`config.mk`:
```
export PLATFORM = sky130hd
export DESIGN_NAME = cvxif_result_buffer
export DESIGN_NICKNAME = d
export VERILOG_FILES = /design/src/rtl/cvxif_result_buffer_pkg.sv /design/src/rtl/cvxif_result_buffer_fifo.sv /design/src/rtl/cvxif_result_buffer.sv
export SDC_FILE = /design/constraint.sdc
export NUM_CORES = 1
export LEC_CHECK = 0
export BUFFER_PORTS_ARGS = -buffer_cell sky130_fd_sc_hd__buf_2
export CORE_MARGIN = 5
export CORE_UTILIZATION = 53
export CTS_CLUSTER_DIAMETER = 30
export CTS_CLUSTER_SIZE = 10
export DETAILED_ROUTE_END_ITERATION = 10
export PLACE_DENSITY = 0.74
export SETUP_SLACK_MARGIN = 0.05
export SYNTH_ARGS = -nofsm -noshare
export SYNTH_HDL_FRONTEND = slang
export SYNTH_HIERARCHICAL = 1
export SYNTH_SLANG_ARGS = --single-unit
```
`constraint.sdc`:
```
create_clock -name clk_i -period 3.2 [get_ports clk_i]
set_input_delay 0.48 -clock clk_i [delete_from_list [all_inputs] [get_ports clk_i]]
set_output_delay 0.48 -clock clk_i [all_outputs]
set_load 0.01 [all_outputs]
```
`src/rtl/cvxif_result_buffer_pkg.sv`:
```
// Shared types for the CV-X-IF result buffer.
// Holds the result payload layout that travels from the coprocessor to the CPU.
// The buffer treats the payload as opaque; only its width matters here.
package cvxif_result_buffer_pkg;

  localparam int unsigned XLen        = 32;
  localparam int unsigned X_ID_WIDTH  = 4;
  localparam int unsigned X_RFW_WIDTH = XLen;

  typedef struct packed {
    logic [X_ID_WIDTH-1:0]  id;
    logic [X_RFW_WIDTH-1:0] data;
    logic [4:0]             rd;
    logic                   we;
    logic                   exc;
    logic [5:0]             exccode;
  } x_result_t;

endpackage

```
`src/rtl/cvxif_result_buffer_fifo.sv`:
```
// Result storage FIFO.
// Ports:
//   clk_i/rst_ni  clock, async active-low reset
//   push_i/data_i write side (ignored while full)
//   pop_i/data_o  read side (ignored while empty)
//   full_o/empty_o/usage_o  fill status
// With FallThrough set, a push into an empty FIFO is visible on data_o in the
// same cycle; if it is also popped that cycle nothing is stored.
module cvxif_result_buffer_fifo #(
  parameter bit          FallThrough = 1'b0,
  parameter int unsigned Depth       = 4,
  parameter type         data_t      = logic
) (
  input  logic                   clk_i,
  input  logic                   rst_ni,
  input  logic                   push_i,
  input  data_t                  data_i,
  input  logic                   pop_i,
  output data_t                  data_o,
  output logic                   full_o,
  output logic                   empty_o,
  output logic [$clog2(Depth):0] usage_o
);

  localparam int unsigned PtrW = $clog2(Depth);
  typedef logic [PtrW-1:0] ptr_t;
  typedef logic [PtrW:0]   cnt_t;

  data_t mem_q [Depth];
  ptr_t  rd_ptr_q, rd_ptr_d;
  ptr_t  wr_ptr_q, wr_ptr_d;
  cnt_t  cnt_q, cnt_d;
  logic  wr_en;
  logic  fwd;

  assign fwd     = FallThrough && (cnt_q == '0) && push_i;
  assign full_o  = (cnt_q == cnt_t'(Depth));
  assign empty_o = (cnt_q == '0) && !fwd;
  assign usage_o = cnt_q;
  assign data_o  = fwd ? data_i : mem_q[rd_ptr_q];

  always_comb begin
    rd_ptr_d = rd_ptr_q;
    wr_ptr_d = wr_ptr_q;
    cnt_d    = cnt_q;
    wr_en    = 1'b0;
    if (push_i && !full_o) begin
      wr_en    = 1'b1;
      wr_ptr_d = wr_ptr_q + 1'b1;  // power-of-two depth: natural wrap
      cnt_d    = cnt_d + 1'b1;
    end
    if (pop_i && !empty_o) begin
      rd_ptr_d = rd_ptr_q + 1'b1;
      cnt_d    = cnt_d - 1'b1;
    end
    // Forwarded and consumed in the same cycle: leave storage untouched.
    if (fwd && pop_i) begin
      wr_en    = 1'b0;
      wr_ptr_d = wr_ptr_q;
      rd_ptr_d = rd_ptr_q;
      cnt_d    = cnt_q;
    end
  end

  always_ff @(posedge clk_i or negedge rst_ni) begin
    if (!rst_ni) begin
      rd_ptr_q <= '0;
      wr_ptr_q <= '0;
      cnt_q    <= '0;
      for (int i = 0; i < Depth; i++) mem_q[i] <= '0;
    end else begin
      rd_ptr_q <= rd_ptr_d;
      wr_ptr_q <= wr_ptr_d;
      cnt_q    <= cnt_d;
      if (wr_en) mem_q[wr_ptr_q] <= data_i;
    end
  end

endmodule

```
`src/rtl/cvxif_result_buffer.sv`:
```
// CV-X-IF result buffer between the coprocessor result port and the CPU.
// Ports:
//   issue_fire_i / issue_allow_o  credit handshake with the issue stage
//   res_valid_i / res_ready_o / res_i  coprocessor result input
//   x_result_valid_o / x_result_ready_i / x_result_o  CPU result output
//   occupancy_o  stored entries, outstanding_o  issued-but-not-popped results
//   overflow_o   sticky: a result arrived while the buffer was full
// Issue credits are capped at Depth, so a well-behaved coprocessor can never
// overrun the storage even while the CPU withholds x_result_ready_i.
module cvxif_result_buffer
  import cvxif_result_buffer_pkg::*;
#(
  parameter int unsigned Depth       = 4,
  parameter bit          FallThrough = 1'b0
) (
  input  logic                   clk_i,
  input  logic                   rst_ni,
  input  logic                   issue_fire_i,
  output logic                   issue_allow_o,
  input  logic                   res_valid_i,
  output logic                   res_ready_o,
  input  x_result_t              res_i,
  output logic                   x_result_valid_o,
  input  logic                   x_result_ready_i,
  output x_result_t              x_result_o,
  output logic [$clog2(Depth):0] occupancy_o,
  output logic [$clog2(Depth):0] outstanding_o,
  output logic                   overflow_o
);

  typedef logic [$clog2(Depth):0] cnt_t;
  localparam cnt_t DepthCnt = cnt_t'(Depth);

  logic      fifo_full, fifo_empty;
  logic      push, pop;
  x_result_t fifo_data;
  cnt_t      outstanding_q, outstanding_d;
  logic      overflow_q, overflow_d;

  cvxif_result_buffer_fifo #(
    .FallThrough(FallThrough),
    .Depth      (Depth),
    .data_t     (x_result_t)
  ) u_fifo (
    .clk_i  (clk_i),
    .rst_ni (rst_ni),
    .push_i (push),
    .data_i (res_i),
    .pop_i  (pop),
    .data_o (fifo_data),
    .full_o (fifo_full),
    .empty_o(fifo_empty),
    .usage_o(occupancy_o)
  );

  assign res_ready_o      = !fifo_full;
  assign push             = res_valid_i && res_ready_o;
  assign x_result_valid_o = !fifo_empty;
  assign pop              = x_result_valid_o && x_result_ready_i;
  // Stale storage is never exposed toward the CPU.
  assign x_result_o       = x_result_valid_o ? fifo_data : '0;
  assign issue_allow_o    = (outstanding_q < DepthCnt);
  assign outstanding_o    = outstanding_q;
  assign overflow_o       = overflow_q;

  always_comb begin
    outstanding_d = outstanding_q;
    if (issue_fire_i && !pop) begin
      if (outstanding_q != DepthCnt) outstanding_d = outstanding_q + 1'b1;
    end else if (pop && !issue_fire_i) begin
      if (outstanding_q != '0) outstanding_d = outstanding_q - 1'b1;
    end
    overflow_d = overflow_q | (res_valid_i && fifo_full);
  end

  always_ff @(posedge clk_i or negedge rst_ni) begin
    if (!rst_ni) begin
      outstanding_q <= '0;
      overflow_q    <= 1'b0;
    end else begin
      outstanding_q <= outstanding_d;
      overflow_q    <= overflow_d;
    end
  end

  a_issue_when_no_credit: assert property (@(posedge clk_i) disable iff (!rst_ni)
    !(issue_fire_i && (outstanding_q == DepthCnt)));
  a_pop_without_credit: assert property (@(posedge clk_i) disable iff (!rst_ni)
    pop |-> (outstanding_q != '0));
  a_occupancy_le_outstanding: assert property (@(posedge clk_i) disable iff (!rst_ni)
    (occupancy_o <= outstanding_q) && (outstanding_q <= DepthCnt));

endmodule

```
# [Word-level counts from Yosys, hierarchy flattened]
# Cells that the tools add are included.
[totals] input_bits=54 regBits=207 word_cells=76
[classes] n_lt_le_gt_ge=4 eq_ne=3 n_reduce_logical=17 bitwise=3 addsub=6 n_mux=14
[op_table] cell="196-bit bitwise mux" count=1
[op_table] cell="49-bit two-way mux" count=4
[op_table] cell="49-bit binary-select mux with 2-bit select" count=1
[op_table] cell="49-bit demux with 2-bit select" count=1
[op_table] cell="3-bit two-way mux" count=6
[op_table] cell="1-bit logical AND" count=8
[op_table] cell="3-bit by 1-bit adder with 3-bit output (second input constant)" count=2
[op_table] cell="3-bit greater-or-equal comparator (second input constant)" count=2
[op_table] cell="2-bit NOT with 3-bit output" count=2
[op_table] cell="3-bit by 1-bit subtractor with 3-bit output (second input constant)" count=2
[op_table] cell="2-bit by 1-bit adder with 2-bit output (second input constant)" count=2
[op_table] cell="1-bit logical NOT" count=4
[op_table] cell="2-bit nonzero test" count=2
[op_table] cell="3-bit == test (second input constant)" count=1
[op_table] cell="3-bit logical NOT" count=1
[op_table] cell="3-bit by 1-bit < comparator with 1-bit output (second input constant)" count=1
[op_table] cell="3-bit < comparator (second input constant)" count=1
[op_table] cell="3-bit inequality test (second input constant)" count=1
[op_table] cell="3-bit AND reduction" count=1
[op_table] cell="3-bit nonzero test" count=1
[op_table] cell="2-bit by 1-bit inequality test with 1-bit output (second input constant)" count=1
[op_table] cell="1-bit two-way mux" count=1
[op_table] cell="1-bit OR" count=1

# [Depth between registers and ports, before layout]
# Gate-level depths: netlist (run 1).
[logic_depth] depth_word=7 depth_mapped=13 depth_no_buf=12

# [Hierarchy]
# Netlist (run 1), hierarchy kept.
[by_module_without_submodules] module="cvxif_result_buffer_fifo" area_per_inst_um2=8852.2 seq_area_each_um2=5079.9 instances=1 cells_per_inst=517
[by_module_without_submodules] module="cvxif_result_buffer" area_per_inst_um2=591.8 seq_area_each_um2=100.1 instances=1 cells_per_inst=84

# [Least setup slack after synthesis (run 1)]
# Ideal clock, no wire load.
[synth_path] path_type="register to register" from="register u_fifo.cnt_q[0] (netlist: u_fifo/usage_o[0])" to="register outstanding_q[2] (netlist: outstanding_o[2])" stages_incl_launch_ff=14 setup_slack_ns=0.687 t_arrival_ns=2.390 n_path_buf=1 t_required_ns=3.077 setup_time_ns=0.123 cell_sequence="dfrtp_1 inv_1 ha_1 nand2b_1 inv_1 buf_2 inv_1 nand2_1 ha_1 inv_1 fa_1 or2_1 a21oi_1 o2bb2ai_1"
[synth_via] elab_chain_cells=7 word_cells_on_any_way=11
[synth_rtl] element="start, declared" line_no="cvxif_result_buffer_fifo.sv:32" rtl="cnt_t cnt_q, cnt_d;"
[synth_rtl] element="start signal, assigned" line_no="cvxif_result_buffer_fifo.sv:74" rtl="cnt_q <= cnt_d;"
[synth_rtl] element="3-bit logical NOT (*)" line_no="cvxif_result_buffer_fifo.sv:38" rtl="assign empty_o = (cnt_q == '0) && !fwd;"
[synth_rtl] element="named net fifo_empty" line_no="cvxif_result_buffer.sv:34" rtl="logic fifo_full, fifo_empty;"
[synth_rtl] element="1-bit logical NOT (*)" line_no="cvxif_result_buffer.sv:58" rtl="assign x_result_valid_o = !fifo_empty;"
[synth_rtl] element="named net x_result_valid_o" line_no="cvxif_result_buffer.sv:23" rtl="output logic x_result_valid_o,"
[synth_rtl] element="1-bit logical AND (*)" line_no="cvxif_result_buffer.sv:59" rtl="assign pop = x_result_valid_o && x_result_ready_i;"
[synth_rtl] element="1-bit logical NOT" line_no="cvxif_result_buffer.sv:68" rtl="if (issue_fire_i && !pop) begin"
[synth_rtl] element="1-bit logical AND" line_no="cvxif_result_buffer.sv:68"
[synth_rtl] element="2-bit by 1-bit inequality test with 1-bit output (no line) / 2-bit nonzero test (equally long branches)"
[synth_rtl] element="3-bit AND reduction (no line)"
[synth_rtl] element="end signal, assigned" line_no="cvxif_result_buffer.sv:81" rtl="outstanding_q <= outstanding_d;"
[synth_rtl] element="end, declared" line_no="cvxif_result_buffer.sv:37" rtl="cnt_t outstanding_q, outstanding_d;"
# Mark *: on every way through the listed nets, which the timed path passes. The rest lies on a longest branch.
# A chain may end at the register's enable or synchronous reset.

==> results of run 1 <==
[area by class of cell]
| type | count | share of cell area, % |
|---|---|---|
| multi-input combinational | 347 | 34.3 |
| tap | 225 | 2.39 |
| inverter | 10 | 0.319 |
| clock inverter | 20 | 2.17 |
| timing repair buffer | 127 | 6.64 |
| clock buffer | 58 | 10.2 |
| sequential | 207 | 44.0 |
[state kept, by name, indices dropped and copies added (netlist names)]
name / count
outstanding_o: 3
overflow_o: 1
u_fifo/mem_q: 196
u_fifo/rd_ptr_q: 2
u_fifo/usage_o: 3
u_fifo/wr_ptr_q: 2
[cells by family after synthesis]
group                    share of synthesized area, %
buffers and inverters                            2.53
multiplexers                                     35.4
AO/OA/AOI/OAI                                   0.994
flip-flops                                       54.8
adder cells (fa/ha/maj)                          1.27
AND/OR/NAND/NOR                                  4.43
XOR/XNOR                                        0.556
[power groups by stage]
stage	clock, mW	sequential, mW	combinational (mW)
after floorplan	0	4.46	4.26
after global placement	0	4.67	5.64
after detailed placement	0	4.80	5.81
after CTS	4.46	4.78	5.88
after global routing	4.62	4.94	6.24
final	4.36	4.77	5.77
[worst max-delay path: cells and delay by family (launching register included)]
family                 cells  cell delay, ns
buffers and inverters      2            0.45
flip-flops                 1            0.73
multiplexers               1            0.53
AND/OR/NAND/NOR            1            0.16
[metrics by stage]
step           utilization (%)  cell area, um^2  power, mW  instances  setup slack, ns
2_1_floorplan                -             9440       8.72        601            0.687
3_3_place_gp              59.3            10300       10.3        916            0.740
3_5_place_dp              59.3            10300       10.6        916            0.645
4_1_cts                   67.6            11800       15.1        994            0.238
5_1_grt                   67.6            11800       15.8        994            0.161
6_report                  67.6            11800       14.9        994            0.304
[path summary, 6_finish.rpt]
| check | end | slack [ns] | cells after the start |
|---|---|---|---|
| setup reg to reg | u_fifo/usage_o[2]$_DFF_PN0_ | 0.55 | 10 |
| max in group asynchronous | u_fifo/mem_q[36]$_DFFE_PN0P_ | 2.27 | 2 |
| setup / recovery | x_result_o[20] | 0.30 | 4 |
| min in group clk_i | overflow_o$_DFF_PN0_ | 0.22 | 2 |
| hold / removal | u_fifo/mem_q[40]$_DFFE_PN0P_ | 0.04 | 1 |
| hold reg to reg | overflow_o$_DFF_PN0_ | 0.47 | 1 |
[metal layers]
metal / vias up / wire length (um) / share of wire [%]
met2: 133 / 11000 / 54
met1: 2887 / 7900 / 39
met4: 2 / 374 / 1.8
met5: - / 13 / 0.064
met3: 35 / 1150 / 5.6
li1: 2474 / - / -
[synthesized netlist by cell type (all sizes together)]
library cell	n	area share (%)
o211a	1	0.11
mux2i	3	0.32
o21ai	3	0.20
nand3b	1	0.080
or2	1	0.066
mux2	196	23
mux4	49	12
nor3b	1	0.080
nor2	4	0.16
o2bb2ai	1	0.093
a211oi	1	0.080
o211ai	1	0.080
nor3	1	0.053
a21bo	1	0.11
and2	1	0.066
clkbuf	6	0.24
nor2b	50	3.3
a21o	1	0.080
dfrtp	207	55
xnor2	4	0.37
nand2b	1	0.066
nand3	2	0.11
a21boi	1	0.20
inv	10	0.40
ha	8	1.1
nand2	11	0.44
xor2	2	0.19
buf	31	1.9
a21oi	1	0.053
fa	1	0.21
==> results.md, run 1 <==
- Worst reg2reg startpoint: u_fifo/usage_o[0]$_DFF_PN0_
- Crit path time final: 2.90 ns
- Psw: 4.56 mW
- FF+latch area: 0.00518 mm^2
- Ys Warns: 6
- Share of cells above drive strength 1: 58.5%
- Vias in the first global route: 6,494
- CP Max Fanout: 21
- Vias per inst: 5.56
- Fin. Hold Viols: 0
- Max_slew headroom: 51.6%
- GRT met2 Usage: 37.1%
- Syn Std Cell Area: 0.00944 mm^2
- CTS buffer count: 44
- Most common cell after layout, fill and taps aside: dfrtp_1
- Most frequent cells in the layout: dfrtp_1 (205), mux2_2 (196), buf_2 (111)
- Area occupied by multi-input gates: 0.00404 mm^2
- Clock buffer depth: 3
- 1st-iter DRT viols: 306
- Hold Crit Class: in2async
- Skew-Pair Late Insertion Delay: 0.50 ns
- Post-synthesis register bit count: 207
- Wire per inst: 20.6 um
- Total track usage: 20.7%
- Part of the power in registers: 32.0%
- Cell count after synthesis: 601
- Max Cap Viol: 0
- Synth Area per Inst: 15.7 um^2
- CP endpoint kind: output port
- Postcts setup bufs: 0
- Setup_tns: 0 ns
- FP Rows: 48
- Worst hold slack: 0.0411 ns
- TritonCTS clock tree: yes
- Die area: 0.0206 mm^2
- GR Util met1: 24.9%
- Final Slew Violations: 0
- Clock transition at path regs: 0.05 ns
- Post-layout net count: 800
- M3 GR Usage: 5.36%
- Crit path launch type: flip-flop
- Critical Path, Cell by Cell: buf_12 -> mux4_2 -> nor2b_1 -> buf_2
- Synth cell types: 33
- Pint: 10.3 mW
- Final setup viols: 0
- Port bufs: 112
- Core ar.: 0.0174 mm^2
- Layout Skew: 0.0196 ns
- RSZ-0062 raised after global routing: false
- CTS H-tree lvls: 2
- Starting Density: 54.2%
- Final WL: 20,400 um
- Post-synthesis sequential area ratio: 54.8%
- First-pass GRT wire length: 33,700 um
- Critical path type: reg2out
- Worst path required time: 2.72 ns
- Comb power frac: 38.7%
- Clk sink count: 207
- Worst Setup SP: u_fifo/rd_ptr_q[0]$_DFFE_PN0P_
- Hold_buf cts: 0
- Synth Net Count: 664
- Drt drc: 0
- CTS resizes: 0
- Largest net degree at the start of global routing: 91
- Half-perimeter wire length after placement: 12,600 um
- Slowest CP cell: dfrtp_4
- Global route overflow: 0
- Crit-path max cell delay: 0.73 ns
- Initial antenna violation count: 1
- Antenna violation net count after detailed routing: 0
- Pwr Density: 1270 mW/mm^2
- Routability cong.: 0.745
- Die height: 143 um
- Maximum clock frequency: 345 MHz
- Layout area overhead: 24.7%
- Static Leak: 5.26 nW
- Root buf cell: clkbuf_16
- Vias: 5,531
- Outcome: finished clean
- Arr. time, crit path: 2.42 ns
- Net Sw Frac: 30.6%
- Worst-Margin Slew: 0.726 ns
- Global routing's busiest layer: met2
- Number of fill cells: 1,193
- Clk pwr share: 29.3%
- IO Pins: 113
- Crit share post-route: 90.5%
- Die W: 143 um
- Ant. Diodes: 0
- Worst vdd ir: 0.000675 V
- First-pass DRT Iterations: 6
(Power assumes the default switching activity.)
==> inputs of run 2 (changes only) <==
Settings changed: HOLD_SLACK_MARGIN from default to 0.08.
==> run 2 against run 1 <==
Global-route usage stayed put; cell count is 0.10% higher; fmax hardly changed; die area stayed put; routed wire length hardly changed; design area hardly changed; critical path depth stayed put; sequential share of layout area hardly changed; critical path type unchanged; largest cell class unchanged.
==> results.md, run 2 (synthesized netlist as in run 1, its figures left out) <==
- Final Util: 67.7% (about the same)
- Share of cells above drive strength 1: 58.4% (-0.076 points)
- Total track usage: 20.7% (unchanged)
- Die area: 0.0206 mm^2 (unchanged)
- Pwr Density: 1260 mW/mm^2 (about the same)
- Cell Area, Placed: 0.0103 mm^2 (unchanged)
- Crit path time final: 2.90 ns (+0.00153 ns)
- Worst vdd ir: 0.000675 V (about the same)
- Clock transition at path regs: 0.05 ns (about the same)
- Critical path type: reg2out
- CTS H-tree lvls: 2 (unchanged)
- Starting Density: 54.2% (unchanged)
- Arr. time, crit path: 2.42 ns (about the same)
- Pwr Total: 14.9 mW (about the same)
- Crit share post-route: 90.6% (about the same)
- Final setup viols: 0 (unchanged)
- Hold Crit Class: in2reg
- Die W: 143 um (unchanged)
- Worst reg2reg startpoint: u_fifo/usage_o[0]$_DFF_PN0_
- Vias: 5,530 (-0.018%)
- Routability cong.: 0.745 (unchanged)
- Hold_buf cts: 1 (+1)
- Clk sink count: 207 (unchanged)
- Final worst setup slack: 0.302 ns (-0.00153 ns)
- CP endpoint kind: output port
- Worst path required time: 2.72 ns (about the same)
- Area occupied by multi-input gates: 0.00404 mm^2 (unchanged)
- Global route overflow: 0 (unchanged)
- Max_slew headroom: 51.7% (+0.071 points)
- Max Cap Viol: 0 (unchanged)
- Core ar.: 0.0174 mm^2 (unchanged)
- Post-layout net count: 801 (+0.13%)
- Worst reg-to-reg setup slack: 0.56 ns (about the same)
- TritonCTS clock tree: yes
- FF+latch area: 0.00518 mm^2 (unchanged)
- Worst-Margin Slew: 0.725 ns (-0.00106 ns)
- FP Rows: 48 (unchanged)
- Static Leak: 5.27 nW (about the same)
- CTS resizes: 0 (unchanged)
- Clock buffer depth: 3 (unchanged)
- Hold Path Sink: overflow_o$_DFF_PN0_
- Place WS: 0.645 ns (unchanged)
- Cell count after placement: 916 (unchanged)
- Vias in the first global route: 6,494 (unchanged)
- RSZ-0062 raised after global routing: false
- Port bufs: 112 (unchanged)
- Final instance area: 0.0118 mm^2 (about the same)
- Fin. Hold Viols: 0 (unchanged)
- Worst hold slack: 0.217 ns (+0.176 ns)
- Maximum clock frequency: 345 MHz (about the same)
- First-pass DRT Iterations: 6 (unchanged)
- Most flops, register: u_fifo/mem_q
- Outcome: finished clean
- Number of fill cells: 1,192 (-0.084%)
- Vias per inst: 5.56 (-0.12%)
- Drt drc: 0 (unchanged)
- IO Pins: 113 (unchanged)
- Final Slew Violations: 0 (unchanged)
- Ant. Diodes: 0 (unchanged)
- Non-Filler Instances: 995 (+0.10%)
- Worst flop-to-flop path endpoint: u_fifo/usage_o[2]$_DFF_PN0_
- Max reg flops: 196 (unchanged)
- Die height: 143 um (unchanged)
- First-pass GRT wire length: 33,700 um (unchanged)
- CTS buffer count: 44 (unchanged)
- 1st-iter DRT viols: 295 (-3.6%)
- Worst Setup SP: u_fifo/rd_ptr_q[0]$_DFFE_PN0P_
- CP Max Fanout: 21 (unchanged)
- Layout Skew: 0.0207 ns (+0.00108 ns)
- Postcts setup bufs: 0 (unchanged)
- Root buf cell: clkbuf_16
- Initial antenna violation count: 1 (unchanged)
- Wire per inst: 20.5 um (about the same)
- Slowest CP cell: dfrtp_4
- Crit-path max cell delay: 0.74 ns (about the same)
- Worst hold start: res_valid_i
- Worst Hold Path Cells: 2
- Antenna violation net count after detailed routing: 0 (unchanged)
- Half-perimeter wire length after placement: 12,600 um (unchanged)
- Largest net degree at the start of global routing: 91 (unchanged)
- Skew-Pair Late Insertion Delay: 0.51 ns (about the same)
- Layout area overhead: 24.9% (about the same)
- Most frequent cells in the layout: dfrtp_1 (205), mux2_2 (196), buf_2 (111)
- Crit path launch type: flip-flop
- Critical Path, Cell by Cell: buf_12 -> mux4_2 -> nor2b_1 -> buf_2
- R2R cell count: 10 (unchanged)
- Final WL: 20,400 um (about the same)
- Setup_tns: 0 ns (unchanged)
- Most common cell after layout, fill and taps aside: dfrtp_1
-- run 2: changes by cell type in the layout (fill, tap and decap cells not counted) --
cell,delta
dlygate4sd3_1,+1
-- run 2: worst max-delay path by stage --
stage / cells past startpoint / endpoint / slack, ns
global route: 4 / x_result_o[31] / 0.16
CTS: 4 / x_result_o[31] / 0.24
global placement: 8 / u_fifo/mem_q[68]$_DFFE_PN0P_ / 0.74
detailed placement: 8 / u_fifo/mem_q[78]$_DFFE_PN0P_ / 0.65
finish: 4 / x_result_o[20] / 0.30
floorplan: 13 / outstanding_o[2]$_DFFE_PN0P_ / 0.69
-- run 2: per-layer routing --
layer | GRT usage (%) | share of wire [%] | up-vias
met1 | 24.9 | 39 | 2890
met3 | 5.32 | 5.5 | 37
li1 | - | - | 2476
met2 | 37.1 | 53 | 125
met5 | 0 | 0.064 | -
met4 | 5.90 | 1.9 | 2
-- run 2: cell type report --
type	count	share of cell area [%]
clock buffer	58	10.2
clock inverter	20	2.16
inverter	10	0.318
multi-input combinational	347	34.2
sequential	207	44.0
tap	225	2.39
timing repair buffer	128	6.72
-- run 2: where the power goes --
part	internal, mW	switching, mW
Combinational	3.33	2.45
Clock	3.03	1.33
Sequential	3.99	0.782
Total	10.3	4.57
-- run 2: critical path, delay by kind of cell (launching register included) --
kind | cells | cell delay [ns]
buffers and inverters | 2 | 0.45
DFF | 1 | 0.74
muxes | 1 | 0.53
and+or+nand+nor | 1 | 0.16
==> inputs of run 3 (changes only) <==
Settings changed: ABC_AREA from default to 1.
==> run 3 against run 2 <==
Register-to-register slack gained 0.23 ns; non-clock buffer count is the same; critical path depth grew 3; synthesized cell count grew 93%; via count grew 46%; routed wire length grew 13%; clock power grew 4%; sequential cell count is the same; total power shrank 2.8%; area after synthesis grew 0.73%; global-route usage grew 1.9 points; critical endpoint is now x_result_o[11].
==> results.md, run 3 <==
- Die height: 144 um (+0.34%)
- Share of cells above drive strength 1: 16.8% (-42 points)
- First-pass GRT wire length: 38,400 um (+14%)
- Critical path type: reg2out
- CP Max Fanout: 31 (+48%)
- Root buf cell: clkbuf_16
- Global routing's busiest layer: met2
- Outcome: finished clean
- Synth Net Count: 1,224 (+84%)
- Initial antenna violation count: 0 (-1)
- Wire per inst: 15.2 um (-26%)
- Max_slew headroom: 48.7% (-3.0 points)
- GRT met2 Usage: 37.4% (+0.32 points)
- Syn Std Cell Area: 0.00951 mm^2 (+0.73%)
- Final Slew Violations: 0 (unchanged)
- Final WL: 23,100 um (+13%)
- Post-layout net count: 1,319 (+65%)
- Top cells by count, synth: o21ai_0 (284), nand2_1 (231), dfrtp_1 (207), nor2_1 (153), inv_1 (118)
- Core ar.: 0.0178 mm^2 (+2.4%)
- Ys Warns: 6 (unchanged)
- Buf/Inv on CP: 4 (+2)
- Fraction of registers with async set/reset: 100% (unchanged)
- FP Rows: 49 (+2.1%)
- Worst vdd ir: 0.000810 V (+20%)
- Number of fill cells: 1,500 (+26%)
- M3 GR Usage: 4.17% (-1.2 points)
- Final setup viols: 0 (unchanged)
- Most flops, register: u_fifo/mem_q
- Hold Crit Class: in2async
- Ant. Diodes: 0 (unchanged)
- Die area: 0.0207 mm^2 (+0.68%)
- Max Cap Viol: 0 (unchanged)
- Global route overflow: 0 (unchanged)
- Critical Path, Cell by Cell: inv_1 -> ha_1 -> nand2_1 -> inv_2 -> buf_4 -> nor2_1 -> buf_2
- Vias per inst: 5.33 (-4.1%)
- Crit share post-route: 91.7% (+1.1 points)
- Slowest CP cell: buf_4
- Crit-path max cell delay: 0.45 ns (-0.29 ns)
- 1st-iter DRT viols: 520 (+76%)
- Routability cong.: 0.778 (+4.5%)
- Port bufs: 112 (unchanged)
- Fin. Hold Viols: 0 (unchanged)
- Maximum clock frequency: 341 MHz (-1.2%)
- Layout area overhead: 22.9%
- Post-synthesis register bit count: 207 (unchanged)
- CTS H-tree lvls: 2 (unchanged)
- Non-Filler Instances: 1,517 (+52%)
- Setup_tns: 0 ns (unchanged)
- Post-synthesis sequential area ratio: 54.5% (-0.40 points)
- Worst-Margin Slew: 0.770 ns (+0.0452 ns)
- Worst path required time: 2.72 ns (about the same)
- IO Pins: 113 (unchanged)
- Clock transition at path regs: 0.05 ns (about the same)
- Crit path launch type: flip-flop
- Postcts setup bufs: 0 (unchanged)
- Largest net degree at the start of global routing: 100 (+9.9%)
- RSZ-0062 raised after global routing: false
- CTS buffer count: 42 (-4.5%)
- Synth Area per Inst: 8.19 um^2 (-48%)
- Synth cell types: 21 (-36%)
- Yosys top cell area share: 54.5% (-0.40 points)
- Largest area contributor in the netlist: dfrtp_1
- Pwr Density: 1240 mW/mm^2 (-1.9%)
- GR Util met1: 31.0% (+6.1 points)
- Most frequent cells in the layout: o21ai_0 (284), nand2_1 (231), dfrtp_1 (206)
- Most common cell after layout, fill and taps aside: o21ai_0
- Number of flops mapped to enable cells by yosys: 0 (unchanged)
- Crit path time final: 2.93 ns (+0.0362 ns)
- First-pass DRT Iterations: 5 (-1)
- Static Leak: 5.95 nW (+13%)
- Cell count after placement: 1,441 (+57%)
- Top FF cell, synth: dfrtp_1
- Hold_buf cts: 0 (-1)
- Max reg flops: 196 (unchanged)
- Arr. time, crit path: 2.45 ns (+0.03 ns)
- Layout Skew: 0.0155 ns (-0.00523 ns)
- Vias in the first global route: 7,803 (+20%)
- TritonCTS clock tree: yes
- CP delay by family, top: buffers and inverters
- Cell count after synthesis: 1,161 (+93%)
- Count leader, synth: o21ai_0
- Total track usage: 22.7% (+1.9 points)
- Clock buffer depth: 3 (unchanged)
- Vias: 8,083 (+46%)
- Antenna violation net count after detailed routing: 0 (unchanged)
- Half-perimeter wire length after placement: 13,000 um (+2.9%)
- Starting Density: 53.3% (-0.90 points)
- Clk sink count: 207 (unchanged)
- Drt drc: 0 (unchanged)
- Die W: 144 um (+0.34%)
- Area contributors post-synth: dfrtp_1 (54%), o21ai_0 (15%), nand2_1 (9.1%), nor2_1 (6.0%), inv_1 (4.7%)
- CP endpoint kind: output port
- Skew-Pair Late Insertion Delay: 0.51 ns (about the same)
-- run 3: changes by cell type after synthesis, sizes merged, moves of 111 or more --
cell / previous run / this run
inv: 10 / 121
mux2: 196 / 0
nand2: 11 / 238
nor2: 4 / 153
o21ai: 3 / 296
-- run 3: cell type report --
type                    instances  area (um^2)  share of cell area [%]
flip-flops and latches        207         5180                    44.3
clock buffers                  51         1180                    10.1
clock inverters                25          329                    2.82
multi-input cells             756         3480                    29.8
well taps                     229          287                    2.45
inverters                     121          454                    3.89
repair buffers                128          781                    6.68
-- run 3: final timing paths --
kind / startpoint / endpoint / slack [ns] / depth (start not counted)
setup reg to reg: u_fifo/usage_o[0]$_DFF_PN0_ / outstanding_o[2]$_DFFE_PN0P_ / 0.79 / 13
hold / removal: rst_ni / outstanding_o[1]$_DFFE_PN0P_ / 0.04 / 1
min in group clk_i: res_valid_i / overflow_o$_DFF_PN0_ / 0.24 / 3
hold reg to reg: overflow_o$_DFF_PN0_ / overflow_o$_DFF_PN0_ / 0.47 / 1
setup / recovery: u_fifo/usage_o[0]$_DFF_PN0_ / x_result_o[11] / 0.27 / 7
max in group asynchronous: rst_ni / u_fifo/mem_q[34]$_DFFE_PN0P_ / 2.26 / 2
-- run 3: repair_timing --
action,in CTS,in global routing
setup endpoints to repair,0,2
resized for setup,0,1
hold endpoints to repair,0,0
-- run 3: routing by layer --
layer | share of wire (%) | wire length (um)
met3 | 7.2 | 1670
met1 | 43 | 9930
met2 | 48 | 11100
met4 | 1.8 | 417
met5 | 0 | 0
-- run 3: cells by family (layout without fill, tap and decap cells) --
logic type               after synthesis  count (layout)  share of synthesized area (%)
flip-flops                           207             207                           54.5
AND/OR/NAND/NOR                      397             397                           16.0
adder cells (fa/ha/maj)                9               9                           1.26
buffers and inverters                198             325                           8.97
XOR/XNOR                               2               2                          0.184
AO/OA/AOI/OAI                        348             348                           19.1
-- run 3: report_power, final --
group / internal [mW] / leakage [nW] / switching (mW) / total (mW)
registers: 3.83 / 2.59 / 0.637 / 4.47
logic: 2.02 / 2.63 / 3.49 / 5.51
clock network: 3.11 / 0.725 / 1.41 / 4.52
-- run 3: through the flow --
step	worst slack, ns	hold WS, ns	power, mW	util [%]	area [um^2]
6_report	0.266	0.0394	14.5	65.5	11700
3_5_place_dp	0.793	0.463	9.96	57.1	10200
4_1_cts	0.198	0.0834	14.6	65.5	11700
2_1_floorplan	0.983	0.184	8.22	-	9510
3_3_place_gp	0.809	0.455	9.79	57.1	10200
5_1_grt	0.0962	0.104	15.7	65.5	11700
-- run 3: worst register-to-register path, delay by kind of cell (launching register included) --
kind	cells	cell delay, ns
buf+inv	4	0.57
fa+ha+maj	3	0.80
flops	1	0.41
simple gates	6	0.58
